## config.mk

```make
export PLATFORM = sky130hd
export DESIGN_NAME = pow_n_multi_cycle_handshake
export DESIGN_NICKNAME = d
export VERILOG_FILES = /design/src/rtl/pow_n_multi_cycle_handshake.sv
export SDC_FILE = /design/constraint.sdc
export NUM_CORES = 1
export LEC_CHECK = 0
export CORE_MARGIN = 2
export CORE_UTILIZATION = 55
export CTS_BUF_LIST = sky130_fd_sc_hd__clkbuf_4 sky130_fd_sc_hd__clkbuf_8 sky130_fd_sc_hd__clkbuf_16
export CTS_CLUSTER_SIZE = 12
export DETAILED_ROUTE_END_ITERATION = 7
export GPL_TIMING_DRIVEN = 0
export PLACE_DENSITY_LB_ADDON = 0.3
export SLEW_MARGIN = 20
export SYNTH_ARGS = -nofsm -noshare
export SYNTH_HDL_FRONTEND = slang
export SYNTH_SLANG_ARGS = --single-unit
```

## constraint.sdc

```tcl
create_clock -name clk -period 4.9 [get_ports clk]
set_input_delay 0.49 -clock clk [delete_from_list [all_inputs] [get_ports clk]]
set_output_delay 0.49 -clock clk [all_outputs]
set_load 0.1 [all_outputs]
```

## src/rtl/pow_n_multi_cycle_handshake.sv

```systemverilog
// pow_n_multi_cycle_handshake
// Iterative power unit: res = n^e mod 2^W, one WxW multiply per cycle.
// valid/ready handshake on operand and result sides; a result consumed in
// DONE lets the next operand be accepted on the same edge.
// Optional overflow detection is built when POW_N_MULTI_CYCLE_OVF_EN is defined;
// otherwise ovf is tied low and only a W-bit product is formed.
module pow_n_multi_cycle_handshake #(
  parameter int W  = 8,
  parameter int EW = 4
) (
  input  logic          clk,
  input  logic          rst,
  input  logic          n_vld,
  output logic          n_rdy,
  input  logic [W-1:0]  n,
  input  logic [EW-1:0] e,
  output logic          res_vld,
  input  logic          res_rdy,
  output logic [W-1:0]  res,
  output logic          ovf
);

  typedef enum logic [1:0] {
    IDLE,
    CALC,
    DONE
  } state_t;

  state_t        state_q, state_d;
  logic [W-1:0]  n_q;
  logic [W-1:0]  acc_q;
  logic [EW-1:0] cnt_q;
  logic [W-1:0]  prod;
  logic          accept;
  logic          last_mul;

`ifdef POW_N_MULTI_CYCLE_OVF_EN
  logic [2*W-1:0] prod_full;
  logic           ovf_q;

  assign prod_full = {{W{1'b0}}, acc_q} * {{W{1'b0}}, n_q};
  assign prod      = prod_full[W-1:0];
`else
  assign prod = acc_q * n_q;
`endif

  // Ready is combinational from res_rdy so a consumed result frees the slot at once.
  assign n_rdy    = !rst && (state_q == IDLE || (state_q == DONE && res_rdy));
  assign accept   = n_vld && n_rdy;
  assign last_mul = (cnt_q == EW'(1));

  // Result outputs are only meaningful in DONE and are forced low during reset.
  assign res_vld = !rst && (state_q == DONE);
  assign res     = res_vld ? acc_q : '0;
`ifdef POW_N_MULTI_CYCLE_OVF_EN
  assign ovf     = res_vld && ovf_q;
`else
  assign ovf     = 1'b0;
`endif

  // State register.
  always_ff @(posedge clk) begin
    // NOTE: sequential state uses non-blocking assignments so every register
    // samples the pre-edge values of the others.
    if (rst) state_q <= IDLE;
    else     state_q <= state_d;
  end

  // Next-state logic; an accepted operand with e == 0 skips CALC entirely.
  always_comb begin
    // NOTE: default first so no path leaves state_d unassigned (no latch).
    state_d = state_q;
    unique case (state_q)
      IDLE: if (accept) state_d = (e == '0) ? DONE : CALC;
      CALC: if (last_mul) state_d = DONE;
      DONE: begin
        if (accept)       state_d = (e == '0) ? DONE : CALC;
        else if (res_rdy) state_d = IDLE;
      end
      default: state_d = IDLE;
    endcase
  end

  // Datapath: load on acceptance, then one multiply and count-down per CALC cycle.
  always_ff @(posedge clk) begin
    // NOTE: datapath registers are cleared on reset so an aborted job leaves
    // no stale value behind for the next one.
    if (rst) begin
      n_q   <= '0;
      acc_q <= '0;
      cnt_q <= '0;
`ifdef POW_N_MULTI_CYCLE_OVF_EN
      ovf_q <= 1'b0;
`endif
    end else if (accept) begin
      n_q   <= n;
      cnt_q <= e;
      acc_q <= W'(1);
`ifdef POW_N_MULTI_CYCLE_OVF_EN
      ovf_q <= 1'b0;
`endif
    end else if (state_q == CALC) begin
      acc_q <= prod;
      cnt_q <= cnt_q - EW'(1);
`ifdef POW_N_MULTI_CYCLE_OVF_EN
      if (prod_full[2*W-1:W] != '0) ovf_q <= 1'b1;
`endif
    end
  end

endmodule

```

==> out/qor.yml, run 1 <==
detailed_routing:
  highest_layer: "met3"
  first_pass_iters: 4
  wl_per_cell_um: 12.3
  route.detailed.drc: 0
  ant_nets: 0
  wl_met3_um: 108
  met1Wirelength_um: 1780
  initialDrtViolationCount: 36
  routed_wl_um: 3730
  vias: 1545
  via_per_inst: 5.08
  met2_length_um: 1850
global_routing:
  antenna_found_initial: 0
  grt_max_degree: 13
  grt_pass1_vias: 1502
  grt_pass1_wl_um: 6660
  grt_overflow: 0
  track_usage_pct: 21.0
logic_synthesis:
  syn_area_mm2: 0.00187
  synth_fp_nets: 276
  synth_compound_area_share_pct: 9.18
  netlist.area_leader.share_pct: 23.6
  synth-xor-area-share_pct: 9.18
  synth_cell_types: 31
  synth_ff_type: "dfxtp_1"
  synth_warnings: 0
  synth-seq-area-share_pct: 23.6
  syn_inst: 230
  synth-simple-area-share_pct: 25.4
  yosys-top-cells-area: "dfxtp_1, fa_1, ha_1"
  synth_fa_ha_area_share_pct: 24.9
  yosysTopAreaCell: "dfxtp_1"
  synth_area_per_cell_um2: 8.12
  muxShareOfSynthArea_pct: 0
  synth_top_family_by_area: "simple AND/OR/NAND/NOR gates"
  ys_ff_latch: 22
  async_flop_share_pct: 0
  synth_edf_count: 0
floorplanning:
  start_util_pct: 56.4
  num_rows: 21
  core_mm2: 0.00331
  io_pins: 27
  chipHeight_um: 62.3
  die-width_um: 62.3
  die_area_mm2: 0.00388
timing:
  worst_slew_pin_slew_ns: 0.980
  rsz0062_at_grt: "false"
  min_period_ns: 3.96
  fin_setup_tns_ns: 0
  fmax_mhz: 253
  min_period_over_period_pct: 80.8
  setup_viol: 0
  skew_ns: 0.00115
  relSlewSlack_pct: 34.4
  maxSlewViolCount: 0
  hold_viol: 0
clock_network:
  cts_setup_buffers: 0
  postCtsHoldBufs: 0
  cts_max_path_buffers: 2
  cts_tree: "built"
  clock_latency_ns: 0.30
  cts.sinks: 22
  cts_root_buffer: "clkbuf_4"
  cts-resized-gates: 0
  path_clk_slew_ns: 0.12
  htree_levels: 1
  cts_buffers: 3
placement:
  dp.final_hpwl_um: 2950
  io_buffers: 24
  gp_congestion: 0.816
finish:
  drive_gt1_share_pct: 3.10
  layout.nets: 305
  diodes: 0
  area_delta_synth_final_pct: 17.9
run_status:
  status: "finished clean"
worst_setup_path:
  start_kind: "register"
  crit_required_ns: 5.13
  cpMaxStageDelayCell: "fa_1"
  end_kind: "register"
  arrival_ns: 4.19
  path_max_fanout: 8
  crit_chain: "nand2_1 > fa_1 > inv_1 > ha_1 > inv_1 > fa_1 > fa_1 > xor2_1 > xnor3_1 > xnor3_1 > xnor3_1 > a211oi_2"
  worstSetupPathType: "register to register"
  cp_slowest_stage_delay_ns: 0.57
pwr:
  power_leakage_nw: 1.00
  power_density_mw_per_mm2: 168
  p_total_mw: 0.369
  ir_drop_mv: 0.136
min_path:
  min_path_type: "register to register"
job:
  cap_violations: 0
-- registers in the layout (all words and copies together) (netlist names) --
register,flops
state_q,2
n_q,8
acc_q,8
cnt_q,4
-- per-layer routing --
layer / up-vias / global-route usage, %
met4: 0 / 4.17
li1: 783 / -
met3: 0 / 2.54
met1: 731 / 28.8
met2: 31 / 36.1
met5: - / 0
-- worst max-delay path, delay by kind of cell (launching register included) --
family / cells / cell delay (ns)
flops: 1 / 0.49
xor+xnor: 4 / 1.14
simple gates: 1 / 0.13
buf+inv: 2 / 0.11
compound gates: 1 / 0.22
fa+ha+maj: 4 / 1.80
-- final timing paths --
kind                                from        to  slack (ns)  cells after the start
worst max-delay path            acc_q[2]  acc_q[7]        0.94                     12
worst min-delay path              n_q[7]    n_q[7]        0.47                      2
worst max register to register  acc_q[2]  acc_q[7]        0.94                     12
worst min register to register    n_q[7]    n_q[7]        0.47                      2
-- cell type report --
cell class / instances / area [µm²]
Multi-Input combinational cell: 172 / 1290
Clock buffer: 4 / 36.3
Fill cell: 305 / 1110
Tap cell: 46 / 57.6
Timing Repair Buffer: 24 / 240
Buffer: 9 / 38.8
Sequential cell: 22 / 440
Inverter: 27 / 101
-- cell families (layout without fill, tap and decap cells) --
logic type,after synthesis,in the layout
AO/OA/AOI/OAI,29,29
XOR/XNOR,14,14
adder cells (fa/ha/maj),30,30
buffers and inverters,36,64
flip-flops,22,22
other,1,1
AND/OR/NAND/NOR,98,98
-- through the flow --
stage	utilization, %	hold WS, ns	instance area, µm²	std cells	setup slack (ns)
after global routing	66.5	0.502	2200	304	0.740
final	66.5	0.470	2200	304	0.942
after floorplan	-	0.436	1870	230	1.27
after CTS	66.5	0.468	2200	304	0.942
after global placement	65.4	0.448	2160	300	1.06
after detailed placement	65.4	0.452	2160	300	0.969
-- cells in the mapped netlist (7+ instances only) --
library cell   n
xnor2_1        7
nor2_1        14
ha_1          18
fa_1          12
clkbuf_1       7
dfxtp_1       22
inv_1         27
and3_1         8
and2_1        22
a21oi_1       17
nand2_1       43
-- cell usage in the layout, fill, tap and decap left out, types with 2 or more instances in the layout --
cell / Yosys / layout
a211oi_1: 2 / 2
a21o_1: 2 / 2
a21oi_1: 17 / 17
a221oi_1: 2 / 2
and2_1: 22 / 22
and3_1: 8 / 8
clkbuf_1: 7 / 7
clkbuf_4: 0 / 3
clkdlybuf4s50_1: 0 / 24
dfxtp_1: 22 / 22
fa_1: 12 / 12
ha_1: 18 / 18
inv_1: 27 / 27
nand2_1: 43 / 43
nand2b_1: 2 / 2
nor2_1: 14 / 14
nor2b_1: 3 / 3
nor3_1: 2 / 2
o21ai_0: 3 / 3
xnor2_1: 7 / 7
xnor3_1: 3 / 3
xor2_1: 3 / 3
-- report_power, final --
part / internal (mW) / switching [mW]
combinational: 0.0294 / 0.0408
clock: 0.0453 / 0.0525
sequential: 0.188 / 0.0122
(Power assumes the default switching activity.)
==> run 2: changes to the inputs <==
- clock period: 4.9 -> 4 ns (I/O delays scaled with it)
==> out/qor.yml, run 2 (synthesis results as in run 1) <==
clock_network:
  cts_setup_buffers: 0
  cts.sinks: 22
  cts-resized-gates: 0
  cts_tree: "built"
  clock_latency_ns: 0.30
  cts_root_buffer: "clkbuf_4"
  cts_max_path_buffers: 2
  path_clk_slew_ns: 0.12
  htree_levels: 1
  postCtsHoldBufs: 0
  cts_buffers: 3
timing:
  setup_viol: 0
  fmax_mhz: 261
  worst_slew_pin_slew_ns: 0.979
  hold_viol: 0
  maxSlewViolCount: 0
  min_period_ns: 3.83
  min_period_over_period_pct: 95.7
  fin_setup_tns_ns: 0
  relSlewSlack_pct: 34.5
  skew_ns: 0.00151
  rsz0062_at_grt: "false"
worst_setup_path:
  arrival_ns: 4.06
  start_kind: "register"
  worstSetupPathType: "register to register"
  end_kind: "register"
  path_max_fanout: 9
  crit_required_ns: 4.23
detailed_routing:
  route.detailed.drc: 0
  first_pass_iters: 4
  routed_wl_um: 3720
  ant_nets: 0
  initialDrtViolationCount: 42
  via_per_inst: 5.10
  vias: 1550
  wl_per_cell_um: 12.2
finish:
  layout_commonest_cell: "nand2_1"
  drive_gt1_share_pct: 5.81
  diodes: 0
  reg_top3: "acc_q (8), n_q (8), cnt_q (4)"
  area_delta_synth_final_pct: 18.5
  final_cell_mix: "nand2_1, inv_1, clkdlybuf4s50_1"
  design_area_mm2: 0.00221
  layout.nets: 305
pwr:
  p_sw_mw: 0.129
  power_leakage_nw: 1.01
  intPower_mw: 0.322
  clockPowerShare_pct: 26.6
  power_density_mw_per_mm2: 204
  combPwrFrac_pct: 19.0
  switching_share_pct: 28.6
  power_frac_seq_pct: 54.4
  ir_drop_mv: 0.166
floorplanning:
  io_pins: 27
  num_rows: 21
  die_area_mm2: 0.00388
  start_util_pct: 56.4
  core_mm2: 0.00331
  die-width_um: 62.3
  chipHeight_um: 62.3
global_routing:
  grt_overflow: 0
  track_usage_pct: 21.0
  grt_pass1_wl_um: 6660
  grt_max_degree: 13
  grt_pass1_vias: 1502
  antenna_found_initial: 0
placement:
  dp.final_hpwl_um: 2950
  io_buffers: 24
  place_area_mm2: 0.00216
  gp_congestion: 0.816
min_path:
  min_path_type: "input pin to register"
job:
  cap_violations: 0
run_status:
  status: "finished clean"
## run 2: power by group through the flow
stage / Clock, mW / Sequential (mW) / Combinational (mW)
3_3_place_gp: 0 / 0.250 / 0.0843
2_1_floorplan: 0 / 0.245 / 0.0587
4_1_cts: 0.122 / 0.245 / 0.0859
5_1_grt: 0.133 / 0.248 / 0.0963
6_report: 0.120 / 0.245 / 0.0855
3_5_place_dp: 0 / 0.250 / 0.0854
## run 2: path summary, 6_finish.rpt
kind,end,cells after the start,slack (ns),start
hold / removal,state_q[1],2,0.46,rst
setup reg to reg,acc_q[7],11,0.17,acc_q[1]
setup / recovery,acc_q[7],11,0.17,acc_q[1]
hold reg to reg,n_q[7],2,0.47,n_q[7]
## run 2: per-layer routing
layer | up-vias | GRT usage [%] | share of wire [%]
met4 | 0 | 4.17 | 0.48
met3 | 2 | 2.54 | 3.3
met1 | 736 | 28.8 | 47
met5 | - | 0 | 0
li1 | 782 | - | -
met2 | 30 | 36.1 | 49
## run 2: cell type report
type	instances	area, µm²
buffer	9	38.8
clock buffer	4	36.3
fill	305	1100
inverter	27	101
multi-input combinational	172	1290
sequential	22	452
tap	46	57.6
timing repair buffer	24	240
## run 2: critical path: stages, from the launching register on
cell and delay (ns):
dfxtp_2 0.38, and2_1 0.18, fa_1 0.41, inv_1 0.09
fa_1 0.40, fa_1 0.48, fa_1 0.45, xor2_1 0.19
xnor3_1 0.32, xnor3_1 0.40, xnor3_1 0.23, a211oi_2 0.22
## run 2: per-stage QoR
| stage | hold slack [ns] | setup slack [ns] | util, % | power (mW) | instances |
|---|---|---|---|---|---|
| final | 0.460 | 0.173 | 66.8 | 0.451 | 304 |
| after global routing | 0.479 | 0.00472 | 66.8 | 0.477 | 304 |
| after CTS | 0.452 | 0.0423 | 66.5 | 0.453 | 304 |
| after detailed placement | 0.452 | 0.0693 | 65.4 | 0.335 | 300 |
| after global placement | 0.448 | 0.163 | 65.4 | 0.334 | 300 |
| after floorplan | 0.436 | 0.366 | - | 0.304 | 230 |
==> run 3: changes to the inputs <==
- CORE_UTILIZATION: 55 -> 60
- DONT_BUFFER_PORTS: default -> 1
==> out/qor.yml, run 3 (synthesis results as in run 1) <==
finish:
  layout_commonest_cell: "nand2_1"
  layout.nets: 282
  area_delta_synth_final_pct: 4.69
  fillCellCount: 282
  diodes: 0
  drive_gt1_share_pct: 5.13
  reg_top3: "acc_q (8), n_q (8), cnt_q (4)"
  final_cell_mix: "nand2_1, inv_1, and2_1"
global_routing:
  grt_pass1_wl_um: 5960
  grt_max_degree: 12
  antenna_found_initial: 0
  grt_overflow: 0
  track_usage_pct: 21.9
  grt_pass1_vias: 1385
detailed_routing:
  via_per_inst: 5.46
  route.detailed.drc: 0
  routed_wl_um: 3500
  first_pass_iters: 4
  wl_per_cell_um: 13.1
  vias: 1458
  initialDrtViolationCount: 21
  ant_nets: 0
worst_setup_path:
  crit_required_ns: 4.24
  end_kind: "register"
  start_kind: "register"
  path_max_fanout: 9
  worstSetupPathType: "register to register"
  arrival_ns: 4.06
min_path:
  min_path_type: "input pin to register"
clock_network:
  cts_max_path_buffers: 2
  cts_buffers: 3
  cts_setup_buffers: 0
  cts_tree: "built"
  path_clk_slew_ns: 0.11
  htree_levels: 1
  cts_root_buffer: "clkbuf_4"
  cts.sinks: 22
  clock_latency_ns: 0.31
placement:
  dp.final_hpwl_um: 2830
  io_buffers: 0
  gp_congestion: 0.860
pwr:
  ir_drop_mv: 0.201
  power_leakage_nw: 0.916
  power_density_mw_per_mm2: 212
floorplanning:
  io_pins: 27
  chipHeight_um: 59.8
  core_mm2: 0.00300
  start_util_pct: 62.2
  die_area_mm2: 0.00357
  num_rows: 20
  die-width_um: 59.8
timing:
  rsz0062_at_grt: "false"
  min_period_over_period_pct: 95.4
  min_period_ns: 3.82
  holdWs_ns: 0.218
  fin_setup_tns_ns: 0
  fmax_mhz: 262
  maxSlewViolCount: 0
  worst_slew_pin_slew_ns: 0.982
  relSlewSlack_pct: 34.8
  skew_ns: 0.00764
  hold_viol: 0
  setup_viol: 0
job:
  cap_violations: 0
run_status:
  status: "finished clean"
[run 3: area by class of cell]
| class | instances | area (µm²) | share of cell area (%) |
|---|---|---|---|
| plain buffers | 9 | 38.8 | 1.98 |
| clock buffers | 3 | 22.5 | 1.15 |
| inverters | 27 | 101 | 5.19 |
| multi-input cells | 172 | 1290 | 66.1 |
| flip-flops and latches | 22 | 444 | 22.7 |
| well taps | 33 | 41.3 | 2.11 |
| repair buffers | 1 | 15.0 | 0.768 |
[run 3: worst max-delay path, cell delays in order, from the launching register on]
cell      delay, ns
dfxtp_1        0.40
and2_1         0.21
fa_1           0.41
inv_1          0.08
fa_1           0.40
fa_1           0.47
fa_1           0.45
xor2_1         0.19
xnor3_1        0.33
xnor3_1        0.38
xnor3_1        0.22
a211oi_2       0.20
[run 3: final timing paths]
path | slack [ns] | from | to | cells after the start
worst min register to register | 0.47 | n_q[7] | n_q[7] | 2
worst max register to register | 0.18 | acc_q[1] | acc_q[7] | 11
worst max-delay path | 0.18 | acc_q[1] | acc_q[7] | 11
worst min-delay path | 0.22 | n[1] | n_q[1] | 2
[run 3: what timing repair did]
item                                    CTS  global route
hold buffers                              0             0
endpoints found under the setup margin    0             1
endpoints found under the hold margin     0             0
resized for setup                         0             3
[run 3: metal layers]
metal / vias to the layer above / wire length [µm] / GRT usage (%)
met1: 678 / 1600 / 28.1
met3: 7 / 134 / 3.25
met4: 0 / 74 / 8.57
met5: - / 0 / 0
met2: 30 / 1690 / 36.8
li1: 743 / - / -
[run 3: report_power, final]
| part | switching (mW) | internal, mW |
|---|---|---|
| logic | 0.0468 | 0.0250 |
| clock network | 0.0620 | 0.0352 |
| registers | 0.0148 | 0.231 |
| total | 0.124 | 0.291 |
[run 3: stage by stage]
stage / power (mW) / area (µm²) / cells / utilization [%] / worst slack [ns]
6_report: 0.415 / 1950 / 267 / 65.1 / 0.184
5_1_grt: 0.437 / 1950 / 267 / 65.1 / 0.000279
4_1_cts: 0.420 / 1950 / 267 / 65.0 / 0.0902
3_5_place_dp: 0.322 / 1930 / 264 / 64.2 / 0.131
3_3_place_gp: 0.318 / 1910 / 263 / 63.5 / 0.157
2_1_floorplan: 0.304 / 1870 / 230 / - / 0.366
